$ cat config.mk
export PLATFORM = sky130hd
export DESIGN_NAME = aes_round_ctrl
export DESIGN_NICKNAME = d
export VERILOG_FILES = /design/src/rtl/aes_round_ctrl.sv
export SDC_FILE = /design/constraint.sdc
export NUM_CORES = 1
export LEC_CHECK = 0
export CORE_AREA = 3 3 255 257
export CTS_CLUSTER_SIZE = 24
export DETAILED_ROUTE_END_ITERATION = 8
export DIE_AREA = 0 0 258 260
export HOLD_SLACK_MARGIN = 0.02
export REMOVE_ABC_BUFFERS = 1
export SETUP_SLACK_MARGIN = 0.4
export SLEW_MARGIN = 20
export SYNTH_ARGS = -nofsm -noshare
export SYNTH_HDL_FRONTEND = slang
export SYNTH_SLANG_ARGS = --single-unit
$ cat constraint.sdc
create_clock -name clk -period 1.41 [get_ports clk]
set_input_delay 0.282 -clock clk [delete_from_list [all_inputs] [get_ports clk]]
set_output_delay 0.282 -clock clk [all_outputs]
set_load 0.03 [all_outputs]
$ cat src/rtl/aes_round_ctrl.sv
// Iterative AES encryption sequencer: drives an external round datapath and
// round-key store, holding one block in flight at a time.
//
// state | meaning
// IDLE  | waiting for a plaintext block; initial AddRoundKey applied on accept
// ROUND | one cipher round per clock, rounds 1..NR
// DONE  | ciphertext held on out_block until the consumer takes it
module aes_round_ctrl #(
    parameter int unsigned NR = 10
) (
    input  logic         clk,
    input  logic         rst_n,
    input  logic         in_valid,
    output logic         in_ready,
    input  logic [127:0] in_block,
    output logic [3:0]   rk_idx,
    input  logic [127:0] rk,
    output logic [127:0] rnd_in,
    output logic         rnd_last,
    input  logic [127:0] rnd_out,
    output logic         out_valid,
    input  logic         out_ready,
    output logic [127:0] out_block,
    output logic         busy
);

    localparam logic [3:0] LAST_RND = 4'(NR);

    typedef enum logic [1:0] {
        IDLE  = 2'd0,
        ROUND = 2'd1,
        DONE  = 2'd2
    } state_t;

    state_t       state;
    state_t       state_nxt;
    logic [3:0]   rnd_cnt;
    logic [3:0]   rnd_cnt_nxt;
    logic [127:0] state_reg;
    logic [127:0] state_reg_nxt;
    logic         ready_q;

    always_ff @(posedge clk or negedge rst_n) begin
        if (!rst_n) begin
            state <= IDLE;
        end else begin
            state <= state_nxt;
        end
    end

    always_comb begin
        state_nxt     = state;
        rnd_cnt_nxt   = rnd_cnt;
        state_reg_nxt = state_reg;
        case (state)
            IDLE: begin
                if (in_valid && ready_q) begin
                    state_reg_nxt = in_block ^ rk;
                    rnd_cnt_nxt   = 4'd1;
                    state_nxt     = ROUND;
                end
            end
            ROUND: begin
                state_reg_nxt = rnd_out;
                if (rnd_cnt == LAST_RND) begin
                    rnd_cnt_nxt = 4'd0;
                    state_nxt   = DONE;
                end else begin
                    rnd_cnt_nxt = rnd_cnt + 4'd1;
                end
            end
            DONE: begin
                if (out_ready) begin
                    state_nxt = IDLE;
                end
            end
            default: begin
                state_nxt   = IDLE;
                rnd_cnt_nxt = 4'd0;
            end
        endcase
    end

    // ready is registered so it stays low for the whole reset window and the
    // handshake cycle in DONE, and only rises once IDLE has actually been entered
    always_ff @(posedge clk or negedge rst_n) begin
        if (!rst_n) begin
            rnd_cnt   <= 4'd0;
            state_reg <= '0;
            ready_q   <= 1'b0;
        end else begin
            rnd_cnt   <= rnd_cnt_nxt;
            state_reg <= state_reg_nxt;
            ready_q   <= (state_nxt == IDLE);
        end
    end

    assign in_ready  = ready_q;
    assign rk_idx    = rnd_cnt;
    assign rnd_in    = state_reg;
    assign rnd_last  = (state == ROUND) && (rnd_cnt == LAST_RND);
    assign out_valid = (state == DONE);
    assign out_block = state_reg;
    assign busy      = (state != IDLE);

endmodule

==> insert_results.sql <==
INSERT INTO impl_metrics (metric_group, metric, value, unit) VALUES
('status', 'status', 'complete, but fails checks', ''),
('status', 'failed_checks', 'negative setup slack', ''),
('detailed_routing', 'detail_route.wirelength', '46.2', 'mm'),
('detailed_routing', 'drt_first_pass_iters', '5', ''),
('logic_synthesis', 'synthesis.area_per_instance', '10.8', 'sq um'),
('logic_synthesis', 'netlist.area_leader.share', '43.5', '%'),
('setup_path', 'cp_num_buf_inv', '2', ''),
('finish', 'finish.utilization', '29.8', '%'),
('setup_path', 'setup.worst_path.start', 'rk_idx[0]$_DFFE_PN0P_', ''),
('logic_synthesis', 'syn_inst', '719', ''),
('die', 'initial_core_util', '12.3', '%'),
('timing', 'skew', '12.8', 'ps'),
('logic_synthesis', 'yosys_register_bits', '135', ''),
('finish', 'layout.cell_area.non_filler', '18800', 'sq um'),
('setup_path', 'worstReg2RegEnd', 'out_block[33]$_DFFE_PN0P_', ''),
('timing', 'slew_headroom', '71.9', '%'),
('clocking', 'tritoncts_clock_tree', 'done', ''),
('logic_synthesis', 'synth.cell_area', '7770', 'sq um'),
('finish', 'drive_gt1_share', '45.3', '%'),
('detailed_routing', 'drt-initial-drc-count', '387', ''),
('setup_path', 'critical-path-top-delay-family', 'flip-flops', ''),
('logic_synthesis', 'dominant_register_cell_in_the_synthesized_netlist', 'sky130_fd_sc_hd__dfrtp_1', ''),
('die', 'die-height', '260', 'um'),
('logic_synthesis', 'yosys.area.top_type', 'sky130_fd_sc_hd__dfrtp_1', ''),
('clocking', 'ctsHtreeMaxLevel', '4', ''),
('finish', 'post_layout_nonfiller_instances', '2269', ''),
('placement', 'dp_hpwl', '28.7', 'mm'),
('setup_path', 'worst_path_maximum_fanout', '2', ''),
('setup_path', 'r2r.worst_path.cells', '8', ''),
('setup_path', 'critical_path_arrival', '1490', 'ps'),
('worst_hold_path', 'worstHoldPathType', 'in2async', ''),
('logic_synthesis', 'ranking_of_synthesized_cells_by_instance_count', '135 x sky130_fd_sc_hd__dfrtp_1, 131 x sky130_fd_sc_hd__nor2_1, 129 x sky130_fd_sc_hd__buf_4', ''),
('finish', 'final_net_count', '1800', ''),
('logic_synthesis', 'seq_area_frac_synth', '43.5', '%'),
('logic_synthesis', 'yosys.cell_count.top_type', 'sky130_fd_sc_hd__dfrtp_1', ''),
('clocking', 'numClockSinks', '135', ''),
('global_route', 'grt_max_degree', '59', ''),
('logic_synthesis', 'post_synth_main_area_contributors', 'sky130_fd_sc_hd__dfrtp_1 43%, sky130_fd_sc_hd__a221o_1 16%, sky130_fd_sc_hd__xnor2_1 14%, sky130_fd_sc_hd__buf_4 12%, sky130_fd_sc_hd__nor2_1 6.3%', ''),
('finish', 'antenna_cells', '0', ''),
('clocking', 'cts_made_buffers', '17', ''),
('setup_path', 'critical_path.reg2reg.startpoint', 'state[0]$_DFF_PN0_', ''),
('detailed_routing', 'via_per_inst', '3.80', ''),
('detailed_routing', 'drc_errors', '0', ''),
('setup_path', 'max_stage_delay_cell_worst_path', 'sky130_fd_sc_hd__dfrtp_1', ''),
('timing', 'transition_time_at_the_pin_with_the_least_slew_margin', '422', 'ps'),
('finish', 'syn2layout_area_growth', '141', '%'),
('timing', 'rsz0062_at_grt', 'true', ''),
('setup_path', 'cp-start-kind', 'register', ''),
('global_route', 'grt_antenna_before_repair', '0', ''),
('clocking', 'cts.root.buffer_cell', 'sky130_fd_sc_hd__clkbuf_16', ''),
('logic_synthesis', 'synth-async-reset-ratio', '100', '%'),
('setup_path', 'cp_cell_sequence', 'inv_1 > ha_1 > nand3b_1 > nor2_2 > buf_6', ''),
('setup_path', 'worstSetupEndpoint', 'rnd_last', ''),
('timing', 'achievable-frequency', '563', 'MHz'),
('timing', 'final_worst_slack', '-367', 'ps'),
('setup_path', 'worstSetupPathDepth', '5', ''),
('setup_path', 'cp_data_required_time', '1130', 'ps'),
('logic_synthesis', 'synth.lib_cells_used.distinct', '30', ''),
('placement', 'placedCellCount', '2106', ''),
('global_route', 'total_routing_usage_gr', '11.4', '%'),
('timing', 'fin_crit_sh', '126', '%'),
('global_route', 'wire_length_of_the_first_global_routing_pass', '56.3', 'mm'),
('timing', 'finalSetupViolCount', '167', ''),
('clocking', 'clk_pin_slew_worst_paths', '70', 'ps'),
('timing', 'setup-tns-final', '-33470', 'ps'),
('setup_path', 'max_stage_delay', '400', 'ps'),
('timing', 'maxSlewViolCount', '0', ''),
('setup_path', 'cp-end-kind', 'output port', ''),
('setup_path', 'timing.reg2reg.setup_slack', '-300', 'ps'),
('logic_synthesis', 'synth-warning-count', '0', ''),
('clocking', 'clock_latency', '480', 'ps');
==> worst min path at each step <==
stage / startpoint / endpoint / slack (ps) / depth (start not counted)
2_1_floorplan: rst_n / in_ready$_DFF_PN0_ / -10 / 0
3_5_place_dp: rst_n / out_block[21]$_DFFE_PN0P_ / 130 / 1
3_3_place_gp: rst_n / out_block[21]$_DFFE_PN0P_ / 120 / 1
4_1_cts: rst_n / out_block[71]$_DFFE_PN0P_ / 170 / 2
6_report: rst_n / out_block[9]$_DFFE_PN0P_ / 220 / 2
5_1_grt: rst_n / out_block[9]$_DFFE_PN0P_ / 180 / 2
==> power breakdown <==
| part | internal, mW | switching, mW | total [mW] |
|---|---|---|---|
| Combinational | 15.6 | 15.2 | 30.8 |
| Clock | 2.63 | 2.06 | 4.69 |
| Sequential | 5.86 | 2.59 | 8.45 |
==> placed cells by master (no fill, tap or decap), types with 2 or more instances in the layout <==
master,count
sky130_fd_sc_hd__clkdlybuf4s50_1,386
sky130_fd_sc_hd__buf_6,277
sky130_fd_sc_hd__xnor2_1,128
sky130_fd_sc_hd__a221o_1,128
sky130_fd_sc_hd__nor2_4,120
sky130_fd_sc_hd__dfrtp_1,119
sky130_fd_sc_hd__buf_4,93
sky130_fd_sc_hd__buf_12,46
sky130_fd_sc_hd__clkbuf_16,33
sky130_fd_sc_hd__buf_16,22
sky130_fd_sc_hd__dfrtp_2,16
sky130_fd_sc_hd__nor2_2,9
sky130_fd_sc_hd__inv_6,7
sky130_fd_sc_hd__inv_1,3
sky130_fd_sc_hd__nor2_1,2
sky130_fd_sc_hd__o2bb2ai_2,2
sky130_fd_sc_hd__ha_1,2
sky130_fd_sc_hd__clkinvlp_4,2
sky130_fd_sc_hd__clkinv_2,2
sky130_fd_sc_hd__bufinv_16,2
sky130_fd_sc_hd__clkinv_4,2
sky130_fd_sc_hd__buf_8,2
==> metrics by stage <==
stage | hold slack [ps] | power, mW
after floorplan | -13.6 | 11.9
after global placement | 123 | 31.3
after detailed placement | 128 | 31.5
after CTS | 173 | 39.9
after global routing | 183 | 45.8
final | 222 | 44.0
==> cell type report <==
cell class	count	area, sq um
fillers	6346	44200
repair buffers	843	9650
multi-input cells	410	4070
flip-flops and latches	135	3400
well taps	846	1060
clock buffers	17	425
clock inverters	15	164
inverters	3	11.3
==> cells by family (layout without fill, tap and decap cells) <==
kind of cell / Yosys count / after routing / synth area share, %
compound gates: 137 / 137 / 17.3
xor+xnor: 129 / 129 / 14.5
fa+ha+maj: 2 / 2 / 0.322
buf+inv: 174 / 878 / 17.0
flops: 135 / 135 / 43.5
simple gates: 142 / 142 / 7.35
==> routing by layer <==
layer,track usage (%),vias up,share of wire [%]
li1,-,3811,-
met1,12.4,4232,38
met2,20.3,507,51
met3,3.48,64,7.1
met4,5.31,0,3.6
met5,0,-,0
==> repair_timing <==
item / 4_1_cts / 5_1_grt
hold buffers: 1 / 0
gates cloned: 14 / 23
endpoints found under the hold margin: 81 / 0
gates resized for setup: 1467 / 407
endpoints found under the setup margin: 399 / 399
buffers inserted: 51 / 42
pin swaps: 36 / 150
Note: power is estimated with default switching activity, not from simulation.
